[config.mk]
export PLATFORM = sky130hd
export DESIGN_NAME = sram_ctrl
export DESIGN_NICKNAME = d
export VERILOG_FILES = /design/src/rtl/sram_ctrl.sv
export SDC_FILE = /design/constraint.sdc
export NUM_CORES = 1
export LEC_CHECK = 0
export CAP_MARGIN = 20
export CELL_PAD_IN_SITES_DETAIL_PLACEMENT = 2
export CELL_PAD_IN_SITES_GLOBAL_PLACEMENT = 2
export CORE_MARGIN = 2
export CORE_UTILIZATION = 28
export CTS_CLUSTER_SIZE = 20
export DETAILED_ROUTE_END_ITERATION = 10
export PLACE_DENSITY_LB_ADDON = 0.1
export SYNTH_ARGS = -nofsm -noshare
export SYNTH_HDL_FRONTEND = slang
export SYNTH_SLANG_ARGS = --single-unit
[constraint.sdc]
create_clock -name clk -period 3 [get_ports clk]
set_input_delay 0.6 -clock clk [delete_from_list [all_inputs] [get_ports clk]]
set_output_delay 0.6 -clock clk [all_outputs]
set_load 0.005 [all_outputs]
[src/rtl/sram_ctrl.sv]
// rtl/sram_ctrl.sv - 32-bit CPU word access over a 16-bit async SRAM as two timed halfword phases
module sram_ctrl #(
    parameter int WAIT_CYCLES = 1
) (
    input  logic        clk,
    input  logic        rst,
    input  logic        wr_en,
    input  logic        rd_en,
    input  logic [31:0] address,
    input  logic [31:0] write_data,
    output logic [31:0] read_data,
    output logic        ready,
    output logic [17:0] sram_addr,
    output logic [15:0] sram_dq_out,
    output logic        sram_dq_oe,
    input  logic [15:0] sram_dq_in,
    output logic        sram_we_n
);

    localparam logic [1:0] S_IDLE = 2'd0;
    localparam logic [1:0] S_LOW  = 2'd1;
    localparam logic [1:0] S_HIGH = 2'd2;
    localparam logic [1:0] S_DONE = 2'd3;

    localparam logic [3:0] LAST_CNT = 4'(WAIT_CYCLES);

    logic [1:0]  state_q, state_d;
    logic [3:0]  cnt_q, cnt_d;
    logic [16:0] idx_q, idx_d;
    logic [31:0] wdata_q, wdata_d;
    logic        is_wr_q, is_wr_d;
    logic [31:0] rdata_q, rdata_d;

    logic req;
    logic active;
    logic drive;
    logic unused_addr_bits;

    assign req = wr_en | rd_en;

    // The data region base (1024) is a multiple of 4, so rebasing the word
    // index alone gives the same result as subtracting from the full address.
    assign unused_addr_bits = ^{address[31:19], address[1:0]};

    always_comb begin
        state_d = state_q;
        cnt_d   = cnt_q;
        idx_d   = idx_q;
        wdata_d = wdata_q;
        is_wr_d = is_wr_q;
        rdata_d = rdata_q;
        case (state_q)
            S_IDLE: begin
                if (req) begin
                    state_d = S_LOW;
                    cnt_d   = 4'd0;
                    idx_d   = address[18:2] - 17'd256;
                    wdata_d = write_data;
                    is_wr_d = wr_en;
                end
            end
            S_LOW: begin
                if (cnt_q == LAST_CNT) begin
                    state_d = S_HIGH;
                    cnt_d   = 4'd0;
                    if (!is_wr_q) begin
                        rdata_d[15:0] = sram_dq_in;
                    end
                end else begin
                    cnt_d = cnt_q + 4'd1;
                end
            end
            S_HIGH: begin
                if (cnt_q == LAST_CNT) begin
                    state_d = S_DONE;
                    cnt_d   = 4'd0;
                    if (!is_wr_q) begin
                        rdata_d[31:16] = sram_dq_in;
                    end
                end else begin
                    cnt_d = cnt_q + 4'd1;
                end
            end
            default: begin
                state_d = S_IDLE;
                cnt_d   = 4'd0;
            end
        endcase
    end

    always_ff @(posedge clk or negedge rst) begin
        if (!rst) begin
            state_q <= S_IDLE;
            cnt_q   <= 4'd0;
            idx_q   <= 17'd0;
            wdata_q <= 32'd0;
            is_wr_q <= 1'b0;
            rdata_q <= 32'd0;
        end else begin
            state_q <= state_d;
            cnt_q   <= cnt_d;
            idx_q   <= idx_d;
            wdata_q <= wdata_d;
            is_wr_q <= is_wr_d;
            rdata_q <= rdata_d;
        end
    end

    // SRAM pins are decoded from registered state only, so a reset or a
    // dropped request cannot glitch the strobe mid-phase.
    assign active      = (state_q == S_LOW) || (state_q == S_HIGH);
    assign drive       = active && is_wr_q;
    assign sram_we_n   = !drive;
    assign sram_dq_oe  = drive;
    assign sram_dq_out = !drive ? 16'd0 :
                         (state_q == S_HIGH) ? wdata_q[31:16] : wdata_q[15:0];
    assign sram_addr   = active ? {idx_q, state_q == S_HIGH} : 18'd0;

    assign ready     = (state_q == S_DONE) || ((state_q == S_IDLE) && !req);
    assign read_data = rdata_q;

endmodule

* Yosys cells after proc, flatten, opt, wreduce, memory -nomap -nowiden
Cells that the tools add are included.
** Operators by class
- Add/sub/neg operators :: 2
- Shift-type cells :: 0
- Order comparisons :: 0
- Div/mod/pow operators :: 0
- Equality and inequality tests :: 7
- Multiply operators :: 0
- Multiplexer cells :: 10
- Reductions and logical operators :: 12
- Bitwise operators :: 2
** Operator list (number)
- $mux W16 :: 2
- $mux W18 :: 1
- $sub A17 B9 Y17 const B :: 1
- $reduce_and A3 Y1 :: 3
- $mux W4 :: 2
- $pmux W4 S2 :: 1
- $mux W2 :: 3
- $ne A2 B2 Y1 const B :: 3
- $pmux W2 S3 :: 1
- $add A4 B1 Y4 const B :: 1
- $eq A2 B2 Y1 const B :: 2
- $eq A4 B1 Y1 const B :: 1
- $eq A2 B1 Y1 const B :: 1
- $logic_and A1 B1 Y1 :: 2
- $logic_not A1 Y1 :: 2
- $logic_not A2 Y1 :: 1
- $logic_or A1 B1 Y1 :: 2
- $reduce_and A2 Y1 :: 1
- $reduce_or A2 Y1 :: 1
- $not A1 Y1 :: 1
- $or A1 B1 Y1 :: 1
** Word-level totals
- Word-level logic and storage cells :: 40
- Memories :: 0
- ROM bits :: 0
- Output and inout port bits :: 69
- RAM bits :: 0
- Bits in latches :: 0
- Flip-flop bits (word level) :: 88

* Logic depth before layout (Yosys ltp)
- Depth in word-level cells :: 4
- Depth in mapped cells :: 7

* Least setup slack after synthesis
No wires, ideal clock.
- Kind :: register to output
- From :: register state_q[0]
- To :: output sram_dq_out[10]
- Data required time :: 2400 ps
- Path slack :: 974 ps
- Arrival time :: 1426 ps
- Stages on the path, launching flop included :: 7
- Buffers on the path :: 2
- Path through :: dfrtp_1 > inv_1 > ha_1 > buf_2 > buf_2 > mux2i_1 > nor2_1
** Between the ends
- Longest elaborated chain between the ends :: 4
- Elaborated cells between the ends (all ways) :: 6
** RTL lines
- start: declaration :: RTL line 27 : logic [1:0] state_q, state_d;
- start signal: assignment :: RTL line 100 : state_q <= state_d;
- $eq A2 B1 Y1 / $eq A2 B2 Y1 (equally long branches) :: RTL line 111, 116
- $logic_or A1 B1 Y1 :: RTL line 111 : assign active = (state_q == S_LOW) || (state_q == S_HIGH);
- $logic_and A1 B1 Y1 :: RTL line 112 : assign drive = active && is_wr_q;
- $mux W16 * :: RTL line 115 : assign sram_dq_out = !drive ? 16'd0 :
- end: declaration :: RTL line 14 : output logic [15:0] sram_dq_out,
Mark *: on every way between the ends. The rest lies on a longest branch, timed or not.

* Worst setup path after layout
- From :: register state_q[0]
- To :: output sram_dq_out[9]
Same word-level chain as after synthesis.

==> flow_metrics.py <==
metrics = {
    "final_layout": {
        "most-common-layout-cells": "clkdlybuf4s50_1 (136), nand2_1 (131), dfrtp_1 (88)",
        "area_delta_synth_final_pct": 50.0,
        "layout-drive-gt1-share_pct": 12.5,
        "antenna_cells": 0,
        "final_util_pct": 42.8,
        "fin_cells": 708,
        "final_common_cell": "clkdlybuf4s50_1",
        "final_nets": 614,
    },
    "setup_path": {
        "cp.required_ns": 2.40,
        "cp-start-kind": "flip-flop",
        "crit_fanout": 18,
        "critPathCaptureType": "primary output",
        "cp.arrival_ns": 2.15,
        "crit_type": "reg -> out",
        "r2r_slack_ns": 1.19,
    },
    "clocking": {
        "clkSinkCount": 88,
        "clockBufferDepth": 2,
        "root_buffer": "clkbuf_16",
        "cts_setup_buffers": 0,
        "cts_buffers": 9,
        "hold_buffers": 0,
        "htreeDepth": 3,
        "insertion_delay_ns": 0.34,
        "path_clk_slew_ns": 0.06,
        "cts_resized": 0,
        "cts_tree": "done",
    },
    "floorplan": {
        "ioPinCount": 153,
        "core_area_um2": 13800,
        "fp-row-count": 43,
        "die_y_um": 122,
        "initial_core_util_pct": 28.5,
        "die-area_um2": 15000,
        "die_w_um": 122,
    },
    "synthesis": {
        "synth_warnings": 0,
        "ys_seq_elements": 88,
        "synth.distinct_cells": 33,
        "yosys_most_used_dff": "dfrtp_1",
        "post_synth_instance_area_um2": 3930,
        "syn_nets": 474,
        "netlist_instances": 383,
        "async_flop_share_pct": 100,
        "syn_area_per_cell_um2": 10.3,
        "seq_area_frac_synth_pct": 56.1,
        "synth_edf_count": 0,
    },
    "sta": {
        "tightest_slew_ns": 0.561,
        "rsz0062_at_grt": "false",
        "fin_worst_skew_ns": 0.00489,
        "fmax_ghz": 0.363,
        "relSlewSlack_pct": 62.6,
        "finalMaxSlewViolations": 0,
        "setup_viol": 0,
        "post-route-period-util_pct": 91.7,
        "layout_setup_ws_ns": 0.249,
        "min_period_ns": 2.75,
        "hold_violations": 0,
        "setup_tns_ns": 0,
    },
    "global_route": {
        "grt_overflow_total": 0,
        "grt_pass1_vias": 3647,
        "grt_start_max_net_pins": 50,
        "antenna_found_initial": 0,
        "grt.total_usage_pct": 15.9,
        "grt_pass1_wl_um": 18300,
    },
    "worst_hold_path": {
        "hold_path.class": "in -> async",
    },
    "power_and_ir_drop": {
        "combPwrFrac_pct": 46.6,
        "cellLeakagePower_nw": 2.63,
        "vdd_drop_max_v": 0.000311,
        "p_per_area_nw_per_um2": 1070,
        "power.total_mw": 6.33,
        "seqPwrFrac_pct": 32.9,
        "intPower_mw": 4.25,
        "switching_share_pct": 32.9,
        "p_sw_mw": 2.08,
        "pwr-share-clk_pct": 20.5,
    },
    "drt": {
        "viasPerCell": 4.61,
        "first_iter_violations": 73,
        "dr.pass1.iters": 4,
        "ant_nets": 0,
        "wl_um": 11200,
        "drcViolationCount": 0,
        "wl_per_cell_um": 15.9,
        "vias": 3266,
    },
    "placed_design": {
        "placedCellCount": 692,
        "gp_congestion": 0.703,
        "io_buffers": 137,
        "place_ws_ns": 0.401,
        "place_hpwl_um": 8040,
    },
    "run_status": {
        "outcome": "finished, final reports clean",
    },
    "run": {
        "maxCapViolCount": 0,
    },
}
-- metrics by stage --
stage / area (µm²) / hold WS [ns]
final: 5890 / 0.244
after global placement: 5550 / 0.452
after CTS: 5890 / 0.258
after detailed placement: 5550 / 0.459
after floorplan: 3930 / 0.304
after global routing: 5890 / 0.278
-- worst paths after layout --
check                           start              to  depth (start not counted)
setup / recovery           state_q[0]  sram_dq_out[9]                          6
hold / removal                    rst      wdata_q[4]                          1
setup reg to reg           state_q[0]       idx_q[14]                          6
hold reg to reg              idx_q[0]        idx_q[0]                          2
max in group asynchronous         rst    read_data[8]                          2
min in group clk             idx_q[0]        idx_q[0]                          2
-- registers in the layout, summed over array words and instances (netlist names) --
register   cells
is_wr_q        1
read_data     32
idx_q         17
state_q        2
wdata_q       32
cnt_q          4
-- synth_stat cells, types with 2 or more instances --
master	count	area share (%)
a31oi_1	5	0.80
and2_1	18	2.9
buf_2	4	0.51
clkbuf_1	12	1.1
dfrtp_1	88	56
ha_1	7	2.2
inv_1	7	0.67
mux2_2	32	9.2
mux2i_1	18	4.6
nand2_1	131	13
nand2_2	2	0.32
nor2_1	22	2.1
nor3b_1	2	0.38
o21ai_0	7	0.89
o21bai_1	2	0.38
o31ai_1	3	0.57
o41ai_1	2	0.45
or3_1	3	0.48
or4_1	3	0.57
xnor2_1	2	0.45
-- critical path, stage by stage, from the launching register on --
cell and delay, ns:
dfrtp_1 0.39, inv_1 0.09, ha_1 0.31, nand2_1 0.05
buf_4 0.22, nor2_1 0.17, clkdlybuf4s50_1 0.56
-- cell type report --
type / count / area [µm²]
Clock inverter: 7 / 119
Clock buffer: 9 / 225
Inverter: 7 / 26.3
Sequential cell: 88 / 2200
Fill cell: 1489 / 7880
Multi-Input combinational cell: 271 / 1640
Tap cell: 180 / 225
Timing Repair Buffer: 146 / 1450
-- layer usage --
metal | routed length, µm | GRT usage (%) | up-vias
li1 | - | - | 1526
met1 | 4860 | 19.3 | 1634
met2 | 5520 | 27.8 | 96
met3 | 666 | 3.35 | 10
met4 | 174 | 6.03 | 0
met5 | 0 | 0 | -
-- kinds of logic (layout without fill, tap and decap cells) --
kind of cell	Yosys count	count (layout)	share of synthesized area, %
AND/OR/NAND/NOR	189	189	21.3
flip-flops	88	88	56.1
AO/OA/AOI/OAI	23	23	3.79
multiplexers	50	50	13.8
adder cells (fa/ha/maj)	7	7	2.23
XOR/XNOR	2	2	0.446
buffers and inverters	24	169	2.42
-- power by group through the flow --
stage / Sequential, mW / Clock [mW] / Combinational [mW]
2_1_floorplan: 2.05 / 0 / 1.40
4_1_cts: 2.09 / 1.35 / 3.03
3_3_place_gp: 2.06 / 0 / 2.95
5_1_grt: 2.16 / 1.40 / 3.29
3_5_place_dp: 2.11 / 0 / 3.01
6_report: 2.08 / 1.30 / 2.95
Power figures use the tool's default switching activity.
